<file path="src/rtl/spi_arb_pkg.sv">
// Shared types and default parameter values for the SPI master arbiter.
// - state_e: arbiter sequencing states (idle, start pulse, wait for done, response)
// - *_DEFAULT constants: default NUM_REQ, DATA_W and TIMEOUT_CYC
package spi_arb_pkg;

  localparam int unsigned NUM_REQ_DEFAULT     = 4;
  localparam int unsigned DATA_W_DEFAULT      = 8;
  localparam int unsigned TIMEOUT_CYC_DEFAULT = 1024;

  typedef enum logic [1:0] {
    ST_IDLE,
    ST_START,
    ST_WAIT,
    ST_RESP
  } state_e;

endpackage

</file>
<file path="src/rtl/spi_master_arbiter_rr_arbiter.sv">
// Combinational round-robin pick.
// Ports:
//   req   in  NUM_REQ           request vector
//   ptr   in  $clog2(NUM_REQ)   highest-priority index for this pick
//   grant out NUM_REQ           one-hot winner (first set req bit from ptr upward, wrapping)
//   any   out 1                 at least one request is pending
module rr_arbiter #(
  parameter int unsigned NUM_REQ = 4
) (
  input  logic [NUM_REQ-1:0]         req,
  input  logic [$clog2(NUM_REQ)-1:0] ptr,
  output logic [NUM_REQ-1:0]         grant,
  output logic                       any
);

  localparam int unsigned PTR_W = $clog2(NUM_REQ);

  logic             found;
  logic [PTR_W-1:0] idx;

  always_comb begin
    grant = '0;
    found = 1'b0;
    idx   = '0;
    for (int unsigned off = 0; off < NUM_REQ; off++) begin
      idx = PTR_W'((32'(ptr) + off) % NUM_REQ);
      if (!found && req[idx]) begin
        grant[idx] = 1'b1;
        found      = 1'b1;
      end
    end
  end

  assign any = |req;

endmodule

</file>
<file path="src/rtl/spi_master_arbiter.sv">
// Round-robin arbiter sharing one spi_master between NUM_REQ requesters.
// Sequence per transfer: grant + latch TX word, pulse spi_start, wait for spi_done,
// pulse rsp_valid to the winner with the received word.
// Optional feature macro: SPI_ARB_TIMEOUT_EN (WAIT watchdog of TIMEOUT_CYC cycles;
// on expiry the response carries all-ones data and rsp_err = 1).
// Ports:
//   clk, rst                 clock, synchronous active-high reset
//   req, req_data            per-requester request level and TX word
//   gnt, rsp_valid           one-hot grant, one-cycle response pulse
//   rsp_data, rsp_err        received word, timeout flag (qualified by rsp_valid)
//   busy                     high outside IDLE
//   spi_start, spi_data_in   to spi_master start / data_in
//   spi_data_out, spi_done   from spi_master data_out / done
//   spi_cs, cs_n             master chip select in, per-slave active-low selects out
module spi_master_arbiter
  import spi_arb_pkg::*;
#(
  parameter int unsigned NUM_REQ     = NUM_REQ_DEFAULT,
  parameter int unsigned DATA_W      = DATA_W_DEFAULT,
  parameter int unsigned TIMEOUT_CYC = TIMEOUT_CYC_DEFAULT
) (
  input  logic                      clk,
  input  logic                      rst,
  input  logic [NUM_REQ-1:0]        req,
  input  logic [NUM_REQ*DATA_W-1:0] req_data,
  output logic [NUM_REQ-1:0]        gnt,
  output logic [NUM_REQ-1:0]        rsp_valid,
  output logic [DATA_W-1:0]         rsp_data,
  output logic                      rsp_err,
  output logic                      busy,
  output logic                      spi_start,
  output logic [DATA_W-1:0]         spi_data_in,
  input  logic [DATA_W-1:0]         spi_data_out,
  input  logic                      spi_done,
  input  logic                      spi_cs,
  output logic [NUM_REQ-1:0]        cs_n
);

  localparam int unsigned PTR_W = $clog2(NUM_REQ);

  if (NUM_REQ < 2 || NUM_REQ > 8 || TIMEOUT_CYC < 1) begin : g_bad_params
    $error("spi_master_arbiter: parameter out of range");
  end

  state_e             state_q, state_d;
  logic [NUM_REQ-1:0] gnt_q, gnt_d;
  logic [PTR_W-1:0]   ptr_q, ptr_d;
  logic [DATA_W-1:0]  data_in_q, data_in_d;
  logic [DATA_W-1:0]  rsp_data_q, rsp_data_d;

  logic [NUM_REQ-1:0] arb_grant;
  logic               arb_any;
  logic [DATA_W-1:0]  arb_data;
  logic [PTR_W-1:0]   win_idx;
  logic [PTR_W-1:0]   ptr_next;

`ifdef SPI_ARB_TIMEOUT_EN
  localparam int unsigned TMO_W = $clog2(TIMEOUT_CYC + 1);
  logic [TMO_W-1:0] tmo_q, tmo_d;
  logic             rsp_err_q, rsp_err_d;
`endif

  rr_arbiter #(
    .NUM_REQ(NUM_REQ)
  ) u_rr_arbiter (
    .req  (req),
    .ptr  (ptr_q),
    .grant(arb_grant),
    .any  (arb_any)
  );

  // TX word of the arbitration winner.
  always_comb begin
    arb_data = '0;
    for (int unsigned i = 0; i < NUM_REQ; i++) begin
      if (arb_grant[i]) arb_data = req_data[i*DATA_W +: DATA_W];
    end
  end

  // Index of the current grant holder; ptr moves just past it.
  always_comb begin
    win_idx = '0;
    for (int unsigned i = 0; i < NUM_REQ; i++) begin
      if (gnt_q[i]) win_idx = PTR_W'(i);
    end
  end

  assign ptr_next = (32'(win_idx) == NUM_REQ - 1) ? '0 : win_idx + 1'b1;

  always_comb begin
    state_d    = state_q;
    gnt_d      = gnt_q;
    ptr_d      = ptr_q;
    data_in_d  = data_in_q;
    rsp_data_d = rsp_data_q;
`ifdef SPI_ARB_TIMEOUT_EN
    tmo_d      = tmo_q;
    rsp_err_d  = rsp_err_q;
`endif
    unique case (state_q)
      ST_IDLE: begin
        // A master still holding done from the last transfer blocks arbitration.
        if (arb_any && !spi_done) begin
          gnt_d     = arb_grant;
          data_in_d = arb_data;
          state_d   = ST_START;
        end
      end
      ST_START: begin
        state_d = ST_WAIT;
`ifdef SPI_ARB_TIMEOUT_EN
        tmo_d   = '0;
`endif
      end
      ST_WAIT: begin
        if (spi_done) begin
          rsp_data_d = spi_data_out;
`ifdef SPI_ARB_TIMEOUT_EN
          rsp_err_d  = 1'b0;
`endif
          state_d    = ST_RESP;
        end
`ifdef SPI_ARB_TIMEOUT_EN
        else if (tmo_q == TMO_W'(TIMEOUT_CYC - 1)) begin
          rsp_data_d = '1;
          rsp_err_d  = 1'b1;
          state_d    = ST_RESP;
        end else begin
          tmo_d = tmo_q + 1'b1;
        end
`endif
      end
      ST_RESP: begin
        ptr_d   = ptr_next;
        gnt_d   = '0;
        state_d = ST_IDLE;
      end
      default: state_d = ST_IDLE;
    endcase
  end

  always_ff @(posedge clk) begin
    if (rst) begin
      state_q    <= ST_IDLE;
      gnt_q      <= '0;
      ptr_q      <= '0;
      data_in_q  <= '0;
      rsp_data_q <= '0;
`ifdef SPI_ARB_TIMEOUT_EN
      tmo_q      <= '0;
      rsp_err_q  <= 1'b0;
`endif
    end else begin
      state_q    <= state_d;
      gnt_q      <= gnt_d;
      ptr_q      <= ptr_d;
      data_in_q  <= data_in_d;
      rsp_data_q <= rsp_data_d;
`ifdef SPI_ARB_TIMEOUT_EN
      tmo_q      <= tmo_d;
      rsp_err_q  <= rsp_err_d;
`endif
    end
  end

  assign gnt         = gnt_q;
  assign rsp_valid   = (state_q == ST_RESP) ? gnt_q : '0;
  assign rsp_data    = rsp_data_q;
  assign busy        = (state_q != ST_IDLE);
  assign spi_start   = (state_q == ST_START);
  assign spi_data_in = data_in_q;
  assign cs_n        = ~(gnt_q & {NUM_REQ{~spi_cs}});

`ifdef SPI_ARB_TIMEOUT_EN
  assign rsp_err = rsp_err_q;
`else
  assign rsp_err = 1'b0;
`endif

endmodule

</file>
<file path="config.mk">
export PLATFORM = sky130hd
export DESIGN_NAME = spi_master_arbiter
export DESIGN_NICKNAME = d
export VERILOG_FILES = /design/src/rtl/spi_arb_pkg.sv /design/src/rtl/spi_master_arbiter_rr_arbiter.sv /design/src/rtl/spi_master_arbiter.sv
export SDC_FILE = /design/constraint.sdc
export NUM_CORES = 1
export LEC_CHECK = 0
export ABC_AREA = 1
export CAP_MARGIN = 0
export CORE_MARGIN = 8
export CORE_UTILIZATION = 35
export DETAILED_ROUTE_END_ITERATION = 7
export PLACE_DENSITY = 0.74
export REMOVE_ABC_BUFFERS = 1
export SYNTH_ARGS = -nofsm -noshare
export SYNTH_HDL_FRONTEND = slang
export SYNTH_SLANG_ARGS = --single-unit
</file>
<file path="constraint.sdc">
create_clock -name clk -period 5.2 [get_ports clk]
set_input_delay 1.04 -clock clk [delete_from_list [all_inputs] [get_ports clk]]
set_output_delay 1.04 -clock clk [all_outputs]
set_load 0.005 [all_outputs]
</file>
== Word-level counts from Yosys, hierarchy flattened ==
Cells that the tools add are included.
Widths: inputs -> output; s select.

* Flip-flop bits (word level): 24
* Output and inout port bits: 31

* $add $sub $neg: 4
* Order comparisons: 8
* Equality and inequality tests: 6
* Multiplexer cells: 37
* Bitwise logic cells: 6
* Reduce and logical (&&, ||, !) cells: 20

{| class="wikitable"
|+ Operators with widths
! cell !! count
|-
| $mux 8 || 4
|-
| $mux 4 || 6
|-
| $lt 2x3->1 const B || 4
|-
| $mux 1 || 12
|-
| $or 4x4->4 || 3
|-
| $mux 2 || 5
|-
| $bmux 1 s2 || 4
|-
| $demux 1 s2 || 4
|-
| $ge 2x1->1 const B || 4
|-
| $logic_and 1x1->1 || 8
|-
| $pmux 2 s4 || 1
|-
| $pmux 4 s2 || 1
|-
| $reduce_and 2->1 || 4
|-
| $eq 2x2->1 const B || 3
|-
| $add 2x1->2 const B || 2
|-
| $add 2x2->2 const B || 2
|-
| $and 4x4->4 || 1
|-
| $logic_not 1->1 || 4
|-
| $ne 2x2->1 const B || 2
|-
| $not 4->4 || 1
|-
| $reduce_bool 2->1 || 2
|-
| $reduce_or 4->1 || 1
|-
| $eq 2x1->1 const B || 1
|-
| $logic_not 2->1 || 1
|-
| $not 1->1 || 1
|}

== Longest topological paths before layout ==
* Depth in word-level cells: 16
* Mapped depth: 15
* Gate-level depth less buffers: 15

== By module ==
From an unflattened synthesis, not the netlist that was laid out.

* Cells, all modules: 278
* Area total of the unflattened synthesis: 1,732.9 um^2

{| class="wikitable"
|+ Modules (own cells, without submodules)
! module !! times used !! cells an instance !! area an instance (um^2)
|-
| spi_master_arbiter || 1 || 204 || 1,327.5
|-
| rr_arbiter || 1 || 74 || 405.4
|}

== Worst setup path before layout ==
OpenSTA, ideal clock, no wires.

* Path kind: input to register
* Start point: input req[3]
* End point: register data_in_q[6], in the netlist spi_data_in[6]
* Data arrival time: 2.130 ns
* Path slack: 2.931 ns
* Stages: 13
* Buffers on the path: 1
* Path through: nand2_1 > nand3_2 > nand2_4 > nand2_4 > nor2_2 > nand2_1 > nand3b_4 > buf_8 > a21oi_1 > nand2_1 > nand2_1 > nand2_1 > a21oi_2

* Cells in the longest elaborated chain, start to end: 16
* Elaborated cells on any way between the ends: 31
* Classes of those cells: mux (19); bitwise (3); reduce/logical (9)

{| class="wikitable"
|+ RTL lines
! element !! line !! source
|-
| start, declared || spi_master_arbiter.sv:24 || <nowiki>input logic [NUM_REQ-1:0] req,</nowiki>
|-
| $bmux 1 s2 || spi_master_arbiter_rr_arbiter.sv:27 || <nowiki>if (!found && req[idx]) begin</nowiki>
|-
| $mux 1 (implied by the code) || spi_master_arbiter_rr_arbiter.sv:27 ||
|-
| $mux 1 || spi_master_arbiter_rr_arbiter.sv:27 ||
|-
| $logic_not 1->1 || spi_master_arbiter_rr_arbiter.sv:27 ||
|-
| $logic_and 1x1->1 || spi_master_arbiter_rr_arbiter.sv:27 ||
|-
| $mux 1 || spi_master_arbiter_rr_arbiter.sv:27 ||
|-
| $logic_not 1->1 || spi_master_arbiter_rr_arbiter.sv:27 ||
|-
| $logic_and 1x1->1 || spi_master_arbiter_rr_arbiter.sv:27 ||
|-
| $mux 1 || spi_master_arbiter_rr_arbiter.sv:27 ||
|-
| $logic_not 1->1 || spi_master_arbiter_rr_arbiter.sv:27 ||
|-
| $logic_and 1x1->1 || spi_master_arbiter_rr_arbiter.sv:27 ||
|-
| $mux 4 || spi_master_arbiter_rr_arbiter.sv:27 ||
|-
| $mux 8 (4 in a row) || spi_master_arbiter.sv:76 || <nowiki>if (arb_grant[i]) arb_data = req_data[i*DATA_W +: DATA_W];</nowiki>
|-
| end signal, assigned || spi_master_arbiter.sv:157 || <nowiki>data_in_q <= data_in_d;</nowiki>
|-
| end, declared || spi_master_arbiter.sv:48 || <nowiki>logic [DATA_W-1:0] data_in_q, data_in_d;</nowiki>
|}

Several ways; a longest one is shown, not always the timed one. The select of a mux whose other input is x is not followed.
A chain may end at the register's enable or synchronous reset.

== Worst setup path in the final report ==
* Start point: input spi_cs
* End point: output cs_n[2]

* Cells in the longest elaborated chain, start to end: 3

{| class="wikitable"
|+ RTL lines
! element !! line !! source
|-
| start, declared || spi_master_arbiter.sv:35 || <nowiki>input logic spi_cs,</nowiki>
|-
| $not 1->1 || spi_master_arbiter.sv:172 || <nowiki>assign cs_n = ~(gnt_q & {NUM_REQ{~spi_cs}});</nowiki>
|-
| $and 4x4->4 || spi_master_arbiter.sv:172 ||
|-
| $not 4->4 || spi_master_arbiter.sv:172 ||
|-
| end, declared || spi_master_arbiter.sv:36 || <nowiki>output logic [NUM_REQ-1:0] cs_n</nowiki>
|}

No other way between the ends.

==> results.json <==
{
  "outcome": "completed",
  "regArea_sq_um": 480,
  "cp-startpoint": "spi_cs",
  "finish.net_count": 412,
  "hold_viol": 0,
  "yosysTopAreaCell": "dfxtp_1",
  "grt_overflow": 0,
  "maxSlewViolCount": 0,
  "dr.pass1.iters": 6,
  "yosys.cell_types.count": 32,
  "finalCritPeriodShare": 0.617,
  "synthesis.area_sq_mm": 0.00179,
  "synthCells": 275,
  "dr_total_vias": 1969,
  "chipWidth_microns": 87.5,
  "place_ws_ps": 1990,
  "io_pins": 79,
  "rr_worst_depth": 15,
  "p_clk_frac": 0.178,
  "clock_sinks": 24,
  "synth_top_area_share": 0.269,
  "cts_resized": 0,
  "min_period_ps": 3210,
  "share_seq_of_total_power": 0.272,
  "rr_endpoint": "spi_data_in[3]",
  "maxCapViolCount": 0,
  "ys.flop_type": "dfxtp_1",
  "cts-root-buf": "clkbuf_8",
  "crit_end": "cs_n[2]",
  "drive_gt1_frac": 0.0741,
  "htree_levels": 1,
  "initial_core_util": 0.357,
  "fmax_mhz": 312,
  "row_count": 26,
  "fin_tns_setup_ps": 0,
  "r2r_slack_ps": 2680,
  "slew_headroom": 0.661,
  "syn_avg_cell_area_sq_um": 6.50,
  "ys_seq_elements": 24,
  "synthTopCellsByArea": "dfxtp_1 (27%), nand2_1 (23%), a21oi_1 (10%)",
  "fin_skew_ps": 1.22,
  "grt_usage": 0.136,
  "ys_top_cells_by_count": "nand2_1 (110), a21oi_1 (37), inv_1 (35), dfxtp_1 (24), nand3_1 (16)",
  "nFillCells": 536,
  "placed_cell_area_sq_mm": 0.00261,
  "ant_nets": 0,
  "cts_buffers": 3,
  "worstMarginPinSlew_ps": 505,
  "yosysWarnings": 0,
  "clock_latency_ps": 260,
  "p_sw_frac": 0.403,
  "core-area_sq_mm": 0.00501,
  "wirelength_microns": 5260,
  "grt_antenna_before_repair": 0,
  "intPower_mw": 0.550,
  "endpoint_kind": "output port",
  "cts_hold_buf": 0,
  "yosysMostFrequentCell": "nand2_1",
  "die_h_microns": 87.5,
  "power_switching_mw": 0.371,
  "area_growth_pct": 49.9,
  "final.setup.worst_slack_ps": 1990,
  "portBuffers": 77,
  "diodes": 0,
  "grt_pass1_vias": 1948,
  "p_per_area_mw_per_mm2": 344,
  "pwr-share-comb": 0.551,
  "crit_arrival_ps": 2170,
  "dp_hpwl_microns": 4100,
  "p_leak_nw": 1.20,
  "drcViolationCount": 0,
  "rsz0062_at_grt": "false",
  "cts_tree": "done",
  "start_kind": "input pin",
  "cp_max_fo": 4,
  "synth_edf_count": 0,
  "irDropWorstVdd_mv": 0.150,
  "r2r-start": "ptr_q[0]",
  "ys_seq_area_frac": 0.269,
  "wl_per_cell_microns": 12.5,
  "min_path_cells": 2,
  "cts_setup_buffers": 0,
  "grt_pass1_wl_microns": 8610,
  "multi_input_area_sq_mm": 0.00112,
  "dieArea_sq_mm": 0.00765,
  "synth-async-reset-ratio": 0,
  "cts.clk_slew.worst_paths_ps": 90,
  "finalSetupViolCount": 0,
  "viasPerCell": 4.68,
  "clk_path_buf_depth": 2,
  "critPathKind": "input pin to output port",
  "gp_congestion": 0.835,
  "drt_iter0_drc": 95,
  "grt_max_degree": 25,
  "hold_path_class": "register to register",
  "fin_area_sq_mm": 0.00268,
  "crit_required_ps": 4160
}
==> critical path, cell delays in order <==
cell             delay [ps]
clkdlybuf4s50_1         460
inv_1                    80
nand2_1                  70
clkdlybuf4s50_1         520
==> area by class of cell <==
| cell class | count | share of cell area |
|---|---|---|
| tap | 70 | 0.0327 |
| inverter | 38 | 0.0542 |
| sequential | 24 | 0.179 |
| clock inverter | 1 | 0.0112 |
| timing repair buffer | 78 | 0.291 |
| clock buffer | 3 | 0.0154 |
| multi-input combinational | 207 | 0.417 |
==> worst min-delay path by stage <==
| stage | start | to | slack, ps |
|---|---|---|---|
| after global placement | rsp_data[3] | rsp_data[3] | 450 |
| after detailed placement | rsp_data[7] | rsp_data[7] | 460 |
| after floorplan | rsp_data[0] | rsp_data[0] | 460 |
| after global routing | spi_data_in[5] | spi_data_in[5] | 500 |
| final | rsp_data[7] | rsp_data[7] | 470 |
| after CTS | rsp_data[7] | rsp_data[7] | 470 |
==> power groups by stage <==
stage	clock, mW	combinational (mW)	sequential, mW
after floorplan	0	0.312	0.253
final	0.164	0.507	0.251
after global placement	0	0.505	0.253
after global routing	0.176	0.575	0.255
after detailed placement	0	0.509	0.255
after CTS	0.168	0.512	0.251
==> metal layers <==
layer	vias up	track usage	routed length [microns]
li1	1019	-	-
met4	0	0.0234	25
met1	886	0.163	2380
met2	60	0.232	2450
met5	-	0	0
met3	4	0.0443	406
==> per-stage QoR <==
stage | util | hold WS (ps) | cells | total power, mW
2_1_floorplan | - | 456 | 269 | 0.565
3_3_place_gp | 0.520 | 453 | 417 | 0.758
3_5_place_dp | 0.520 | 457 | 417 | 0.764
4_1_cts | 0.535 | 471 | 421 | 0.931
5_1_grt | 0.535 | 500 | 421 | 1.01
6_report | 0.535 | 467 | 421 | 0.922
==> registers in the layout, summed over array words and instances, names as in the netlist <==
signal / flops
spi_data_in: 8
ptr_q: 2
gnt: 4
rsp_data: 8
state_q: 2
==> cell families (layout without fill, tap and decap cells) <==
logic type,Yosys count,count (layout),synth area share
other,1,1,0.00210
and+or+nand+nor,142,142,0.368
buffers and inverters,44,120,0.106
DFF,24,24,0.269
AOI/OAI and AO/OA,52,52,0.171
adders and majority gates,12,12,0.0840
==> layout by cell type, fill, tap and decap left out, drive strengths merged <==
cell type,count
clkbuf,3
nor3,1
conb,1
bufinv,1
a2111oi,1
nand4,1
nand2,113
a211oi,2
o21bai,1
inv,37
nand3b,2
nor2,6
clkinv,1
nand3,19
buf,1
a21oi,45
o21ai,2
dfxtp,24
a41oi,1
ha,12
clkdlybuf4s50,77
No activity file was read; power rests on OpenSTA's default activity.
